`config.mk`:
```
export PLATFORM = sky130hd
export DESIGN_NAME = svif_chan_pipe_flat
export DESIGN_NICKNAME = d
export VERILOG_FILES = /design/src/rtl/svif_chan_pipe_if.sv /design/src/rtl/svif_chan_pipe.sv /design/src/flat_wrapper.sv
export SDC_FILE = /design/constraint.sdc
export NUM_CORES = 1
export LEC_CHECK = 0
export BUFFER_PORTS_ARGS = -buffer_cell sky130_fd_sc_hd__buf_4
export CAP_MARGIN = 20
export CELL_PAD_IN_SITES_DETAIL_PLACEMENT = 1
export CELL_PAD_IN_SITES_GLOBAL_PLACEMENT = 2
export CORE_ASPECT_RATIO = 0.75
export CORE_MARGIN = 10
export CORE_UTILIZATION = 34
export CTS_CLUSTER_DIAMETER = 100
export CTS_CLUSTER_SIZE = 40
export DETAILED_ROUTE_END_ITERATION = 10
export GPL_ROUTABILITY_DRIVEN = 0
export PLACE_DENSITY = 0.8
export SLEW_MARGIN = 25
export SYNTH_ARGS = -nofsm -noshare
export SYNTH_HDL_FRONTEND = slang
export SYNTH_SLANG_ARGS = --single-unit
```
`constraint.sdc`:
```
create_clock -name clk -period 7.5 [get_ports clk]
set_input_delay 2.25 -clock clk [delete_from_list [all_inputs] [get_ports clk]]
set_output_delay 2.25 -clock clk [all_outputs]
set_load 0.02 [all_outputs]
```
`src/rtl/svif_chan_pipe_if.sv`:
```
// Signal bundle between the pad-level interface and svif_chan_pipe.
// The master drives lanes, passthrough and config; the slave returns the processed results.
interface svif_chan_pipe_if #(
    parameter int CHANNELS = 2,
    parameter int SIG_W    = 2,
    parameter int PASS_W   = 16,
    parameter int ACC_W    = 22,
    parameter int CH_W     = (CHANNELS > 1) ? $clog2(CHANNELS) : 1
);
    logic [CHANNELS*SIG_W-1:0] sig;
    logic                      flip;
    logic [PASS_W-1:0]         pass_in;
    logic                      cfg_we;
    logic [CH_W-1:0]           cfg_ch;
    logic [2:0]                cfg_mode;
    logic [CHANNELS*SIG_W-1:0] sig_out;
    logic [PASS_W-1:0]         pass_out;
    logic [CHANNELS*ACC_W-1:0] acc_out;
    logic [CHANNELS-1:0]       acc_sat;
    logic                      out_valid;

    modport master (
        output sig, flip, pass_in, cfg_we, cfg_ch, cfg_mode,
        input  sig_out, pass_out, acc_out, acc_sat, out_valid
    );

    modport slave (
        input  sig, flip, pass_in, cfg_we, cfg_ch, cfg_mode,
        output sig_out, pass_out, acc_out, acc_sat, out_valid
    );
endinterface

```
`src/rtl/svif_chan_pipe.sv`:
```
// Multi-lane chip-top datapath: per-lane mode/flip, DEPTH-stage delay line and accumulator.
// Define SVIF_ACC_WRAP_EN for wrapping accumulators with a one-cycle wrap pulse on acc_sat.
module svif_chan_pipe #(
    parameter int CHANNELS = 2,
    parameter int SIG_W    = 2,
    parameter int PASS_W   = 16,
    parameter int DEPTH    = 2,
    parameter int ACC_W    = 22
) (
    input logic             clk,
    input logic             rst,
    svif_chan_pipe_if.slave bus
);
    localparam int CNT_W = $clog2(DEPTH + 1);
    localparam logic [ACC_W:0] SUM_MAX = {1'b0, {ACC_W{1'b1}}};

    typedef enum logic [2:0] {
        MODE_PASS  = 3'd0,
        MODE_HOLD  = 3'd1,
        MODE_ZERO  = 3'd2,
        MODE_COUNT = 3'd3
    } mode_e;

    logic [DEPTH-1:0][CHANNELS*SIG_W-1:0] stage_q, stage_d;
    logic [DEPTH-1:0][PASS_W-1:0]         pass_q, pass_d;
    logic [CHANNELS-1:0][ACC_W-1:0]       acc_q, acc_d;
    logic [CHANNELS-1:0]                  sat_q, sat_d;
    logic [CHANNELS-1:0][2:0]             mode_q, mode_d;
    logic [CNT_W-1:0]                     cnt_q, cnt_d;

    logic [CHANNELS-1:0][SIG_W-1:0]       eff;
    logic [CHANNELS-1:0][ACC_W:0]         sum;

    for (genvar g = 0; g < CHANNELS; g++) begin : g_lane
        assign eff[g] = bus.flip ? ~bus.sig[g*SIG_W +: SIG_W] : bus.sig[g*SIG_W +: SIG_W];
        assign sum[g] = {1'b0, acc_q[g]} + (ACC_W+1)'(eff[g]);
    end

    always_comb begin
        // NOTE: every _d starts as its _q so no path through this block can infer a latch.
        stage_d = stage_q;
        pass_d  = pass_q;
        acc_d   = acc_q;
        sat_d   = sat_q;
        mode_d  = mode_q;
        cnt_d   = cnt_q;

        if (cnt_q != CNT_W'(DEPTH)) begin
            cnt_d = cnt_q + 1'b1;
        end

        for (int d = 1; d < DEPTH; d++) begin
            stage_d[d] = stage_q[d-1];
            pass_d[d]  = pass_q[d-1];
        end
        pass_d[0] = bus.pass_in;

        for (int c = 0; c < CHANNELS; c++) begin
`ifdef SVIF_ACC_WRAP_EN
            sat_d[c] = 1'b0;
`endif
            // Stage 0 of a HOLD lane keeps its previous value via the default above.
            case (mode_q[c])
                MODE_HOLD:  ;
                MODE_ZERO:  stage_d[0][c*SIG_W +: SIG_W] = '0;
                MODE_COUNT: stage_d[0][c*SIG_W +: SIG_W] = acc_q[c][SIG_W-1:0];
                default:    stage_d[0][c*SIG_W +: SIG_W] = eff[c];
            endcase

            if (mode_q[c] != MODE_HOLD) begin
`ifdef SVIF_ACC_WRAP_EN
                acc_d[c] = sum[c][ACC_W-1:0];
                sat_d[c] = sum[c][ACC_W];
`else
                if (sum[c] >= SUM_MAX) begin
                    acc_d[c] = SUM_MAX[ACC_W-1:0];
                    sat_d[c] = 1'b1;
                end else begin
                    acc_d[c] = sum[c][ACC_W-1:0];
                end
`endif
            end

            // Out-of-range cfg_ch never matches a lane, so such writes have no effect.
            if (bus.cfg_we && (int'(bus.cfg_ch) == c)) begin
                mode_d[c] = bus.cfg_mode;
                acc_d[c]  = '0;
                sat_d[c]  = 1'b0;
            end
        end
    end

    // NOTE: reset is synchronous and clears the delay lines too, so stale lane data never leaks out.
    always_ff @(posedge clk) begin
        if (rst) begin
            stage_q <= '0;
            pass_q  <= '0;
            acc_q   <= '0;
            sat_q   <= '0;
            mode_q  <= '0;
            cnt_q   <= '0;
        end else begin
            // NOTE: non-blocking assignments so every flop samples the pre-edge values.
            stage_q <= stage_d;
            pass_q  <= pass_d;
            acc_q   <= acc_d;
            sat_q   <= sat_d;
            mode_q  <= mode_d;
            cnt_q   <= cnt_d;
        end
    end

    assign bus.sig_out   = stage_q[DEPTH-1];
    assign bus.pass_out  = pass_q[DEPTH-1];
    assign bus.acc_out   = acc_q;
    assign bus.acc_sat   = sat_q;
    assign bus.out_valid = (cnt_q == CNT_W'(DEPTH));
endmodule

```
`src/flat_wrapper.sv`:
```
// flat-port wrapper written by rule: the top's interface ports become plain ports
module svif_chan_pipe_flat 
#(
    parameter int CHANNELS = 2,
    parameter int SIG_W    = 2,
    parameter int PASS_W   = 16,
    parameter int DEPTH    = 2,
    parameter int ACC_W    = 22
)
  (clk, rst, bus_sig, bus_flip, bus_pass_in, bus_cfg_we, bus_cfg_ch, bus_cfg_mode, bus_sig_out, bus_pass_out, bus_acc_out, bus_acc_sat, bus_out_valid);
  svif_chan_pipe_if #(.CHANNELS(CHANNELS), .SIG_W(SIG_W), .PASS_W(PASS_W), .ACC_W(ACC_W)) bus_i ();
  input logic clk;
  input logic rst;
  input wire logic [$bits(bus_i.sig)-1:0] bus_sig;
  input wire logic [$bits(bus_i.flip)-1:0] bus_flip;
  input wire logic [$bits(bus_i.pass_in)-1:0] bus_pass_in;
  input wire logic [$bits(bus_i.cfg_we)-1:0] bus_cfg_we;
  input wire logic [$bits(bus_i.cfg_ch)-1:0] bus_cfg_ch;
  input wire logic [$bits(bus_i.cfg_mode)-1:0] bus_cfg_mode;
  output wire logic [$bits(bus_i.sig_out)-1:0] bus_sig_out;
  output wire logic [$bits(bus_i.pass_out)-1:0] bus_pass_out;
  output wire logic [$bits(bus_i.acc_out)-1:0] bus_acc_out;
  output wire logic [$bits(bus_i.acc_sat)-1:0] bus_acc_sat;
  output wire logic [$bits(bus_i.out_valid)-1:0] bus_out_valid;
  assign bus_i.sig = bus_sig;
  assign bus_i.flip = bus_flip;
  assign bus_i.pass_in = bus_pass_in;
  assign bus_i.cfg_we = bus_cfg_we;
  assign bus_i.cfg_ch = bus_cfg_ch;
  assign bus_i.cfg_mode = bus_cfg_mode;
  assign bus_sig_out = bus_i.sig_out;
  assign bus_pass_out = bus_i.pass_out;
  assign bus_acc_out = bus_i.acc_out;
  assign bus_acc_sat = bus_i.acc_sat;
  assign bus_out_valid = bus_i.out_valid;
  svif_chan_pipe #(.CHANNELS(CHANNELS), .SIG_W(SIG_W), .PASS_W(PASS_W), .DEPTH(DEPTH), .ACC_W(ACC_W)) u_core (.clk(clk), .rst(rst), .bus(bus_i));
endmodule
```
## After elaboration in Yosys (flattened, before gate mapping)

Cells that the tools add are included.
Widths: inputs -> output; s select.

- Logic and storage cells: 42
- Output and inout port bits: 67
- Input port bits: 28
- Register bits after elaboration: 94

- Bitwise gates (word level): 3
- Add/sub/neg operators: 3
- Equal/unequal tests: 10
- Mux-type cells: 6
- Magnitude comparators: 2
- Reduce and logical (&&, ||, !) cells: 6

Operators with widths:

| cell | number |
|---|---|
| $add 22x2->23 | 2 |
| $ge 23x22->1 const B | 2 |
| $mux 22 | 2 |
| $eq 3x2->1 const B | 4 |
| $pmux 2 s3 | 2 |
| $eq 3x1->1 const B | 2 |
| $ne 3x1->1 const B | 2 |
| $mux 2 | 2 |
| $not 2->2 | 2 |
| $reduce_and 2->1 | 2 |
| $reduce_or 2->1 | 2 |
| $add 2x1->2 const B | 1 |
| $eq 2x2->1 const B | 1 |
| $logic_and 1x1->1 | 2 |
| $ne 2x2->1 const B | 1 |
| $not 1->1 | 1 |

## Depth between registers and ports, before layout

- Depth in word-level cells: 5
- Gate-level depth with buffers: 12
- Mapped depth without buffers: 11

## Least setup slack after synthesis

OpenSTA, ideal clock, no wires.

- Path kind: input port to flip-flop
- Start: in bus_flip
- End: reg u_core.acc_q (netlist bit u_core.bus.acc_out[31])
- Stages: 12
- Path slack: 2,211 ps
- Arrival time: 5,200 ps
- Setup time: 88 ps
- Path buffers: 1
- Data required time: 7,412 ps
- Cell sequence: xor2_1 > ha_1 > inv_1 > fa_1 > nand4b_4 > nor3_4 > xnor2_1 > or4_1 > or4_4 > and2_4 > buf_6 > a311oi_2

- Longest elaborated chain between the ends: 4

RTL lines:

| what | RTL line | text |
|---|---|---|
| start: declaration | flat_wrapper.sv:15 | `input wire logic [$bits(bus_i.flip)-1:0] bus_flip;` |
| $mux 2 (*) | svif_chan_pipe.sv:35 | `assign eff[g] = bus.flip ? ~bus.sig[g*SIG_W +: SIG_W] : bus.sig[g*SIG_W +: SIG_W];` |
| $add 22x2->23 (*) | svif_chan_pipe.sv:36 | `assign sum[g] = {1'b0, acc_q[g]} + (ACC_W+1)'(eff[g]);` |
| $ge 23x22->1 | svif_chan_pipe.sv:75 | `if (sum[c] >= SUM_MAX) begin` |
| $mux 22 (*) | svif_chan_pipe.sv:75 |  |
| end signal: assignment | svif_chan_pipe.sv:98 | `acc_q <= '0;` |
| end signal: assignment | svif_chan_pipe.sv:106 | `acc_q <= acc_d;` |
| end: declaration | svif_chan_pipe.sv:26 | `logic [CHANNELS-1:0][ACC_W-1:0] acc_q, acc_d;` |

Every way passes the cells marked *; elsewhere a longest branch is shown, timed or not.
A chain may end at the register's enable or synchronous reset.

## Final worst setup path

Ends and elaborated chain as after synthesis.

==> run metrics <==
Reg2Reg Capture Point u_core.bus.acc_out[31]; length of the first detailed-routing pass in iterations 4; leading cell types by total area after synthesis sky130_fd_sc_hd__dfxtp_1 (44%), sky130_fd_sc_hd__nor2b_1 (6.0%), sky130_fd_sc_hd__nor2_1 (4.7%), sky130_fd_sc_hd__a21oi_1 (3.8%), sky130_fd_sc_hd__o21ai_0 (3.1%); WHS Endpoint u_core.bus.pass_out[1]; area of the core region between 10000 and 15000 um^2; cell count after synthesis 483; unrepaired setup endpoints after global routing no; Vias/cell 5.261; Cells on Worst Hold Path 1; transition at the pin with the smallest max-transition slack 0.8064 ns; share of synthesized flip-flops with an asynchronous set or reset 0; maxcap violations 0; Internal Power between 0.8 and 0.9 mW; DIE AREA 17470 um^2; ratio of final minimum period to clock period 0.7146; Mapped Area 4265 um^2; antenna-violating nets left 0; Crit path arrival time around 5.6 ns; sequential-to-total area share from yosys stat 0.4412; warning count from the yosys run 0; switching part of the total power 0.2825; category of the critical setup timing path in -> reg; Critical Path Sink Type flip-flop; Critical Path Start Type input port; pins over their slew limit 0; HPWL after DPL 10050 um; wirelength, routed 13500 um; effective utilization at floorplan 0.3479; synth unique cells 56; worst reg2reg setup slack 4.02 ns; reg2reg path depth 10; WL per Instance 18.34 um; DR DRC count 0; number of global-route vias before repair 3901; number of failing setup endpoints in the final timing report 0; num ports 95; most common flop cell mapped by yosys sky130_fd_sc_hd__dfxtp_1; Worst EP required 7.75 ns; root buffer cell sky130_fd_sc_hd__clkbuf_16; time the worst path needs with I/O delays and setup roughly 5.4 ns; number of inserted diodes 0; number of nets in the synthesized netlist 518; net switching power approximately 0.32 mW; fraction of post-synthesis cell area in the top cell type by area 0.4412; share of cells above drive strength 1 0.2333; Gates resized, CTS repair 0; Post-CTS Repair Setup Buffers 0; VDD IR-drop max 119.1 uV; mean cell area of the mapped netlist 8.831 um^2; CTS sink cnt 94; clock input transition at the sequential cells of the worst setup and hold paths 0.08 ns; number of flops mapped to enable cells by yosys 0; overall die height 117 um; Pleak between 2 and 2.5 nW; peak fanout along the critical path 9; power share of the sequential group 0.473; drt first-iter violations 288; grt total ovfl 0; Synth-to-Final Area Change 26.05%; combinational share of power 0.124; x dimension of the die 149.3 um; Port Buf Inserts 94; final number of hold-violating endpoints 0; initial antenna violation count 0; Commonest cells post-synth sky130_fd_sc_hd__dfxtp_1 (94), sky130_fd_sc_hd__nor2_1 (53), sky130_fd_sc_hd__nor2b_1 (41); cell taking the most area after synthesis sky130_fd_sc_hd__dfxtp_1; Max Clock Freq 0.1866 GHz; Max Buffers Root-to-Sink 2; overall via count from detail_route around 3.9k; Min-Delay Startpoint u_core.pass_d[17]; Clk Latency, worst-skew pair 0.34 ns; fin util 0.4385; largest net degree at the start of global routing 53; fill cell instance count of the final layout 1429; clock power share 0.403; worst min path class reg -> reg; status finished, final reports clean; Rows 35; normalized max-slew margin 0.4604; count of state elements after synthesis 94; clock buffer count from CTS 9; setup_tns 0 ns; hold buffers post-CTS 0; clock tree from TritonCTS yes; Total GRT Usage 0.1547; NumNets Final 600; setup skew after layout about 0.0064 ns; total power per unit cell area 211.9 nW/um^2; worst reg2reg path startpoint u_core.bus.acc_out[22]; # H-tree levels 3; most frequent cell after synthesis sky130_fd_sc_hd__dfxtp_1; first-pass GRT wire length 21670 um
stage by stage:
| stage | hold WS [ns] | worst slack, ns | cells | cell area, um^2 | total power [mW] |
|---|---|---|---|---|---|
| after floorplan | 0.4138 | 2.211 | 483 | 4265 | 0.6336 |
| after detailed placement | 0.4258 | 1.824 | 720 | 5074 | 0.6927 |
| final | 0.4377 | 2.140 | 736 | 5376 | 1.139 |
| after CTS | 0.4478 | 2.177 | 736 | 5374 | 1.155 |
| after global routing | 0.4602 | 1.840 | 736 | 5376 | 1.196 |
| after global placement | 0.4166 | 1.935 | 720 | 5074 | 0.6867 |
worst max path at each step:
stage | startpoint | to | slack (ns) | depth (start not counted)
floorplan | bus_flip | u_core.bus.acc_out[31] | 2.21 | 12
global placement | bus_flip | u_core.bus.acc_out[37] | 1.93 | 12
detailed placement | bus_flip | u_core.bus.acc_out[37] | 1.82 | 12
CTS | bus_flip | u_core.bus.acc_out[37] | 2.18 | 12
global route | bus_flip | u_core.bus.acc_out[8] | 1.84 | 10
finish | bus_flip | u_core.bus.acc_out[31] | 2.14 | 12
cells by family (layout without fill, tap and decap cells):
group / count (synthesis) / after routing / share of synthesized area
DFF: 94 / 94 / 0.4412
xor gates and xnor gates: 15 / 15 / 0.03080
adders and majority gates: 7 / 7 / 0.02405
and+or+nand+nor: 223 / 223 / 0.2980
muxes: 4 / 4 / 0.009387
buffers and inverters: 34 / 121 / 0.03432
AOI/OAI and AO/OA: 106 / 106 / 0.1622
critical path, stage by stage:
cell and delay [ns]:
sky130_fd_sc_hd__buf_4 0.14, sky130_fd_sc_hd__xor2_1 0.22, sky130_fd_sc_hd__ha_1 0.21, sky130_fd_sc_hd__inv_1 0.06, sky130_fd_sc_hd__fa_1 0.42, sky130_fd_sc_hd__nand4b_4 0.22
sky130_fd_sc_hd__nor3_4 0.40, sky130_fd_sc_hd__xnor2_1 0.10, sky130_fd_sc_hd__or4_1 0.53, sky130_fd_sc_hd__or4_4 0.57, sky130_fd_sc_hd__and2_4 0.21, sky130_fd_sc_hd__a311oi_2 0.26
sequential cells by signal, indices dropped and copies added (netlist names):
| name | cells |
|---|---|
| u_core.pass_d | 16 |
| u_core.mode_q | 6 |
| u_core.bus.pass_out | 16 |
| u_core.cnt_q | 2 |
| u_core.bus.sig_out | 4 |
| u_core.stage_d | 4 |
| u_core.bus.acc_sat | 2 |
| u_core.bus.acc_out | 44 |
per-layer routing:
| layer | global-route usage | wire (um) | part of all wire |
|---|---|---|---|
| met4 | 0.02870 | 72 | 0.0053 |
| met1 | 0.2212 | 6933 | 0.51 |
| met2 | 0.2177 | 5463 | 0.40 |
| met5 | 0 | 0 | 0 |
| met3 | 0.05570 | 1027 | 0.076 |
power by group through the flow:
stage                     clock network [mW]  logic (mW)  registers [mW]
final                                  0.459       0.141           0.539
after global routing                   0.492       0.160           0.543
after CTS                              0.473       0.142           0.540
after detailed placement                   0       0.141           0.552
after global placement                     0       0.136           0.550
after floorplan                            0      0.0769           0.557
layout make-up:
class,instances,area (um^2),share of cell area
well taps,166,207.7,0.03863
multi-input cells,355,2240,0.4166
flip-flops and latches,94,1882,0.3500
clock inverters,7,75.07,0.01396
inverters,11,41.29,0.007680
clock buffers,9,225.2,0.04189
repair buffers,94,705.7,0.1313
cells in the final DEF, fill, tap and decap left out, drive strengths merged, types with 3 or more instances in the layout:
cell / Yosys / routed
nand4: 15 / 15
xor2: 9 / 9
a21oi: 32 / 32
a31oi: 19 / 19
and2: 10 / 10
nand2: 21 / 21
a311oi: 8 / 8
clkbuf: 17 / 9
inv: 11 / 15
nor3: 16 / 16
xnor2: 6 / 6
nor2: 53 / 53
nor4: 8 / 8
a211oi: 5 / 5
and4: 7 / 7
dfxtp: 94 / 94
mux2i: 4 / 4
or2: 4 / 4
buf: 6 / 94
nand2b: 7 / 7
nor2b: 41 / 41
or3: 3 / 3
a41oi: 4 / 4
nand3: 19 / 19
ha: 5 / 5
o221a: 3 / 3
and3: 14 / 14
o21ai: 26 / 26
Note: power is estimated with default switching activity, not from simulation.
